===== src/rtl/fpnew_pkg.sv =====
// Slice of the FPU package: the format, rounding-mode and operation types
// and the width helpers used by the divsqrt issue queue.
package fpnew_pkg;

  localparam int unsigned NUM_FP_FORMATS = 5;
  localparam int unsigned FP_FORMAT_BITS = $clog2(NUM_FP_FORMATS);

  typedef enum logic [FP_FORMAT_BITS-1:0] {
    FP32    = 'd0,
    FP64    = 'd1,
    FP16    = 'd2,
    FP8     = 'd3,
    FP16ALT = 'd4
  } fp_format_e;

  typedef logic [0:NUM_FP_FORMATS-1] fmt_logic_t;

  typedef enum logic [2:0] {
    RNE = 3'b000,
    RTZ = 3'b001,
    RDN = 3'b010,
    RUP = 3'b011,
    RMM = 3'b100,
    ROD = 3'b101,
    DYN = 3'b111
  } roundmode_e;

  localparam int unsigned OP_BITS = 4;

  typedef enum logic [OP_BITS-1:0] {
    FMADD, FNMSUB, ADD, MUL,
    DIV, SQRT,
    SGNJ, MINMAX, CMP, CLASSIFY,
    F2F, F2I, I2F,
    CPKAB, CPKCD
  } operation_e;

  function automatic int unsigned fp_width(input fp_format_e fmt);
    case (fmt)
      FP32:    return 32;
      FP64:    return 64;
      FP16:    return 16;
      FP8:     return 8;
      FP16ALT: return 16;
      default: return 0;
    endcase
  endfunction

  function automatic int unsigned max_fp_width(input fmt_logic_t cfg);
    int unsigned res;
    res = 0;
    for (int unsigned i = 0; i < NUM_FP_FORMATS; i++) begin
      if (cfg[i] && (fp_width(fp_format_e'(i)) > res)) res = fp_width(fp_format_e'(i));
    end
    return res;
  endfunction

endpackage


===== src/rtl/fpnew_divsqrt_issue_queue.sv =====
// In-order operation queue in front of the iterative divsqrt unit. Holds full
// op contexts, optionally falls through when empty, and can be flushed.
module fpnew_divsqrt_issue_queue import fpnew_pkg::*; #(
  parameter fmt_logic_t  FpFmtConfig = '1,
  parameter int unsigned Depth       = 2,
  parameter bit          FallThrough = 1'b0,
  parameter type         TagType     = logic,
  parameter type         AuxType     = logic,
  localparam int unsigned WIDTH       = max_fp_width(FpFmtConfig),
  localparam int unsigned NUM_FORMATS = NUM_FP_FORMATS
) (
  input  logic                               clk_i,
  input  logic                               rst_ni,
  input  logic [1:0][WIDTH-1:0]              operands_i,
  input  logic [NUM_FORMATS-1:0][1:0]        is_boxed_i,
  input  roundmode_e                         rnd_mode_i,
  input  operation_e                         op_i,
  input  fp_format_e                         dst_fmt_i,
  input  TagType                             tag_i,
  input  AuxType                             aux_i,
  input  logic                               in_valid_i,
  output logic                               in_ready_o,
  input  logic                               flush_i,
  output logic [1:0][WIDTH-1:0]              operands_o,
  output logic [NUM_FORMATS-1:0][1:0]        is_boxed_o,
  output roundmode_e                         rnd_mode_o,
  output operation_e                         op_o,
  output fp_format_e                         dst_fmt_o,
  output TagType                             tag_o,
  output AuxType                             aux_o,
  output logic                               out_valid_o,
  input  logic                               out_ready_i,
  output logic [$clog2(Depth+1)-1:0]         occupancy_o,
  output logic                               busy_o
);

  localparam int unsigned AW = (Depth > 1) ? $clog2(Depth) : 1;
  localparam int unsigned CW = $clog2(Depth + 1);

  typedef struct packed {
    logic [1:0][WIDTH-1:0]       operands;
    logic [NUM_FORMATS-1:0][1:0] is_boxed;
    roundmode_e                  rnd_mode;
    operation_e                  op;
    fp_format_e                  dst_fmt;
    TagType                      tag;
    AuxType                      aux;
  } entry_t;

  entry_t        in_entry, head_entry;
  entry_t        mem_q [Depth];
  logic [AW-1:0] wr_ptr_q, wr_ptr_d, rd_ptr_q, rd_ptr_d;
  logic [CW-1:0] count_q, count_d;
  logic          full, empty, fall_through, bypass, push, pop;

  function automatic logic [AW-1:0] ptr_inc(input logic [AW-1:0] p);
    return (p == AW'(Depth - 1)) ? '0 : p + AW'(1);
  endfunction

  assign in_entry = '{operands: operands_i, is_boxed: is_boxed_i, rnd_mode: rnd_mode_i,
                      op: op_i, dst_fmt: dst_fmt_i, tag: tag_i, aux: aux_i};

  assign full  = (count_q == CW'(Depth));
  assign empty = (count_q == '0);

  // fall_through drives the outputs from the inputs; bypass means the op is also consumed
  assign fall_through = FallThrough & empty & in_valid_i & ~flush_i;
  assign bypass       = fall_through & out_ready_i;

  assign in_ready_o  = ~full & ~flush_i;
  assign out_valid_o = (~empty & ~flush_i) | fall_through;

  assign push = in_valid_i & in_ready_o & ~bypass;
  assign pop  = out_valid_o & out_ready_i & ~bypass;

  always_comb begin
    wr_ptr_d = wr_ptr_q;
    rd_ptr_d = rd_ptr_q;
    count_d  = count_q;
    if (flush_i) begin
      wr_ptr_d = '0;
      rd_ptr_d = '0;
      count_d  = '0;
    end else begin
      if (push) wr_ptr_d = ptr_inc(wr_ptr_q);
      if (pop)  rd_ptr_d = ptr_inc(rd_ptr_q);
      case ({push, pop})
        2'b10:   count_d = count_q + CW'(1);
        2'b01:   count_d = count_q - CW'(1);
        default: count_d = count_q;
      endcase
    end
  end

  always_ff @(posedge clk_i or negedge rst_ni) begin
    if (!rst_ni) begin
      wr_ptr_q <= '0;
      rd_ptr_q <= '0;
      count_q  <= '0;
    end else begin
      wr_ptr_q <= wr_ptr_d;
      rd_ptr_q <= rd_ptr_d;
      count_q  <= count_d;
    end
  end

  // Payload storage is only ever read behind a valid count, so it carries no reset
  always_ff @(posedge clk_i) begin
    if (push) mem_q[wr_ptr_q] <= in_entry;
  end

  assign head_entry = fall_through ? in_entry : mem_q[rd_ptr_q];

  assign operands_o  = head_entry.operands;
  assign is_boxed_o  = head_entry.is_boxed;
  assign rnd_mode_o  = head_entry.rnd_mode;
  assign op_o        = head_entry.op;
  assign dst_fmt_o   = head_entry.dst_fmt;
  assign tag_o       = head_entry.tag;
  assign aux_o       = head_entry.aux;
  assign occupancy_o = count_q;
  assign busy_o      = in_valid_i | ~empty;

  a_no_push_full: assert property (@(posedge clk_i) disable iff (!rst_ni) !(push && full));
  a_no_pop_empty: assert property (@(posedge clk_i) disable iff (!rst_ni) !(pop && empty));
  a_count_bound:  assert property (@(posedge clk_i) disable iff (!rst_ni) count_q <= CW'(Depth));

endmodule


===== config.mk =====
export PLATFORM = sky130hd
export DESIGN_NAME = fpnew_divsqrt_issue_queue
export DESIGN_NICKNAME = d
export VERILOG_FILES = /design/src/rtl/fpnew_pkg.sv /design/src/rtl/fpnew_divsqrt_issue_queue.sv
export SDC_FILE = /design/constraint.sdc
export NUM_CORES = 1
export LEC_CHECK = 0
export ABC_AREA = 1
export ABC_CLOCK_PERIOD_IN_PS = 10050
export BUFFER_PORTS_ARGS = -buffer_cell sky130_fd_sc_hd__buf_4
export CAP_MARGIN = 30
export CORE_MARGIN = 5
export CORE_UTILIZATION = 30
export CTS_CLUSTER_SIZE = 10
export DETAILED_ROUTE_END_ITERATION = 12
export HOLD_SLACK_MARGIN = 0.05
export MAX_ROUTING_LAYER = met4
export PLACE_DENSITY = 0.59
export SETUP_SLACK_MARGIN = 0.02
export SYNTH_ARGS = -nofsm -noshare
export SYNTH_HDL_FRONTEND = slang
export SYNTH_SLANG_ARGS = --single-unit

===== constraint.sdc =====
create_clock -name clk_i -period 10.05 [get_ports clk_i]
set_clock_uncertainty 0.15 [all_clocks]
set_input_delay 1.5075 -clock clk_i [delete_from_list [all_inputs] [get_ports clk_i]]
set_output_delay 1.5075 -clock clk_i [all_outputs]
set_load 0.05 [all_outputs]

== After elaboration in Yosys (flattened, before gate mapping) ==
Memories as Yosys holds them, arrays and structs flattened.
Index checks and enable logic that the tools add are counted.

* Bits in writable memories: 300
* Memories: 1
* Bits of input ports: 155
* Bits in registers: 4
* Logic and storage cells: 33

* Multiplexer cells: 10
* Bitwise gates (word level): 8
* Reduce and logical (&&, ||, !) cells: 4
* $add $sub $neg: 4
* Equal/unequal tests: 3

{| class="wikitable"
|+ Memory list
! name !! depth !! bits a word !! rd ports !! clocked after Yosys merged registers in !! write ports !! line !! text
|-
| mem_q || 2 || 150 || 1 || 0 || 1 || fpnew_divsqrt_issue_queue.sv:51 || <nowiki>entry_t mem_q [Depth];</nowiki>
|}

{| class="wikitable"
|+ Operators by type and width
! cell !! count
|-
| 2-to-1 mux 1 bit || 8
|-
| AND 1 bit || 4
|-
| equality test 2 bit, second input constant || 2
|-
| case mux 2 bit (2 select lines) || 1
|-
| nonzero test 2 bit || 2
|-
| NOT 1 bit || 3
|-
| nonzero test 3 bit || 1
|-
| adder 1 bit, second input constant || 2
|-
| adder 2 x 1 -> 2 bit, second input constant || 1
|-
| equality test 2 x 1 -> 1 bit, second input constant || 1
|-
| zero test 2 bit || 1
|-
| 2-to-1 mux 2 bit || 1
|-
| subtractor 2 x 1 -> 2 bit, second input constant || 1
|-
| bitwise OR 1 bit || 1
|}

== Depth between registers and ports, before layout ==
* Depth after elaboration: 7
* Depth in mapped cells: 8

== Least setup slack after synthesis ==
No wires, ideal clock.

* Path kind: in2reg
* From: input port flush_i
* To: memory mem_q[0][0] in the netlist's numbering (enable)
* Setup slack: 1.219 ns
* Setup time: 0.662 ns
* Buffers on the path: 0
* Arrival time: 8.019 ns
* Cell stages on the path: 3
* Path through: inv_1 nand3_2 nor2_1

* Longest elaborated chain between the ends: 5

{| class="wikitable"
|+ RTL lines
! element !! line !! text
|-
| start: declaration || fpnew_divsqrt_issue_queue.sv:23 || <nowiki>input logic flush_i,</nowiki>
|-
| NOT 1 bit || fpnew_divsqrt_issue_queue.sv:70 || <nowiki>assign in_ready_o = ~full & ~flush_i;</nowiki>
|-
| AND 1 bit || fpnew_divsqrt_issue_queue.sv:70 ||
|-
| AND 1 bit || fpnew_divsqrt_issue_queue.sv:73 || <nowiki>assign push = in_valid_i & in_ready_o & ~bypass;</nowiki>
|-
| 2-to-1 mux 1 bit || fpnew_divsqrt_issue_queue.sv:109 || <nowiki>if (push) mem_q[wr_ptr_q] <= in_entry;</nowiki>
|-
| 2-to-1 mux 1 bit (not written as such) || fpnew_divsqrt_issue_queue.sv:109 ||
|-
| end: declaration || fpnew_divsqrt_issue_queue.sv:51 ||
|}

No other way between the ends.

==> flow_summary.toml <==
[status]
outcome = "completed"

[clock_tree]
cts.sinks = 304
ctsResizeCount = 0
clk_pin_slew_ns = 0.05
numCtsBuffers = 38
clock_latency_ns = 0.51
ctsHoldBuffers = 0
clockRootBuffer = "clkbuf_16"
clk_path_buf_depth = 3
cts_tree = "done"
htree_levels = 2
cts_setup_buffers = 0

[timing]
worst_pin_slew_ns = 0.930
maxSlewHeadroom_pct = 38.0
holdWs_ns = 0.424
fin_setup_tns_ns = 0
finalHoldViolCount = 0
worst_slack_ns = 5.40
fmax_mhz = 215
setup_viol = 0
rsz0062_at_grt = "false"
slew_viol_final = 0
period_minus_slack_ns = 4.65
post-route-period-util_pct = 46.3

[cells_and_area]
final_cell_mix = "buf_4, edfxtp_1, mux2_4"
multiInputGateArea_mm2 = 0.00213
seq_area_mm2 = 0.00911
drive_gt1_share_pct = 59.8
fin_area_mm2 = 0.0154
final_common_cell = "buf_4"
nets = 999
area_growth_pct = 35.0
fill_cells = 3388
final_util_pct = 41.0
fin_cells = 1371

[job]
drv_cap = 0

[place]
postPlaceCellArea_mm2 = 0.0143
place_congestion = 0.691
io_buffers = 309
dpl.hpwl_mm = 15.8
place_inst = 1315
pre_cts_ws_ns = 5.85

[global_route]
grt_pass1_wl_mm = 36.7
grt_max_degree = 151
overflow = 0
grtUsageTotal_pct = 11.8
grt_pass1_vias = 6296
antenna_found_initial = 2

[worst_setup_path]
cp_data_required_time_ns = 8.39
cpMostUsedCell = "buf_4"
arrival_ns = 3.00
cp.buffers_inverters = 2
path_class = "register to output pin"
crit_family = "buffers and inverters"
cp.depth = 3
r2r_cells = 5
crit_slowest_cell = "dfrtp_4"
cp-end-kind = "output pin"
worstPathMaxFanout = 58
cp-start-kind = "register"
path_cells = "buf_4 > mux2_2 > buf_4"
slowest_delay_ns = 0.95

[pwr]
powerDensity_mw_per_mm2 = 268
p_leak_nw = 5.77
p_total_mw = 4.12
peakVddDrop_v = 0.000173

[yosys]
synth_warnings = 0
synth_area_mm2 = 0.0114
ys_seq_area_share_pct = 79.9
synth_fp_nets = 663
synthCells = 508
netlist-cell-type-count = 14
ys_seq_elements = 304
netlist.area_leader.share_pct = 79.0
avgSynthCellArea_um2 = 22.4
synth_area_leader_cell = "edfxtp_1"
synth.area.top_cells = "edfxtp_1, mux2_4, mux2_2"

[detailed_routing]
highest_layer = "met4"
wl_met1_mm = 10.0
drt-initial-drc-count = 198
vias = 5776
route.met2.wl_mm = 11.8
wire_per_inst_um = 18.2
via_per_inst = 4.21
ant_nets = 0
route.detailed.drc = 0
wl_met3_mm = 2.41
drt-total-wl_mm = 24.9
first_pass_iters = 4

[floorplan]
ios = 310
initial_core_util_pct = 30.3
rows = 71
die_width_um = 205
die_y_um = 205
coreArea_mm2 = 0.0376
die-area_mm2 = 0.0420

[worst_hold_path]
min_path_cells = 1
hold_path.class = "register to register"
area by class of cell:
type	instances	area share, %
diodes	2	0.0325
clock buffers	49	6.93
clock inverters	5	0.211
inverters	8	0.195
multi-input cells	179	13.8
flip-flops and latches	304	59.2
well taps	511	4.15
repair buffers	313	15.4
synth_stat cells:
library cell,instances
xnor2_1,1
inv_1,8
dfrtp_1,4
nand2_1,13
mux2_4,78
edfxtp_1,300
nand3_2,1
nor2_1,5
a21oi_1,1
nand3_1,5
buf_6,10
buf_2,7
o21ai_0,3
mux2_2,72
logic make-up after synthesis:
logic type	synth area share, %
DFF	79.9
muxes	17.4
and+or+nand+nor	0.900
AOI/OAI and AO/OA	0.176
buffers and inverters	1.56
xor gates and xnor gates	0.0768
state kept, by name, summed over array words and instances (netlist names):
name,cells
wr_ptr_q,1
rd_ptr_q,1
occupancy_o,2
mem_q,300
path summary, 6_finish.rpt:
kind | slack, ns | end | start
worst max-delay path | 5.40 | operands_o[28] | rd_ptr_q$_DFFE_PN0P_
worst min-delay path | 0.42 | wr_ptr_q$_DFFE_PN0P_ | wr_ptr_q$_DFFE_PN0P_
worst max register to register | 7.78 | mem_q[0][117]$_DFFE_PP_ | occupancy_o[0]$_DFFE_PN0P_
worst min register to register | 0.42 | wr_ptr_q$_DFFE_PN0P_ | wr_ptr_q$_DFFE_PN0P_
max in group asynchronous | 9.01 | rd_ptr_q$_DFFE_PN0P_ | rst_ni
min in group asynchronous | 0.63 | wr_ptr_q$_DFFE_PN0P_ | rst_ni
routing by layer:
metal / vias up / GRT usage [%]
met4: 0 / 4.50
li1: 2668 / -
met2: 224 / 18.3
met5: - / -
met3: 39 / 4.62
met1: 2845 / 14.0
report_power, final:
group,internal [mW],total (mW),switching [mW]
registers,1.52,1.58,0.0573
clock network,0.735,1.21,0.476
logic,0.472,1.33,0.857
total,2.73,4.12,1.39
No activity file was read; power rests on OpenSTA's default activity.
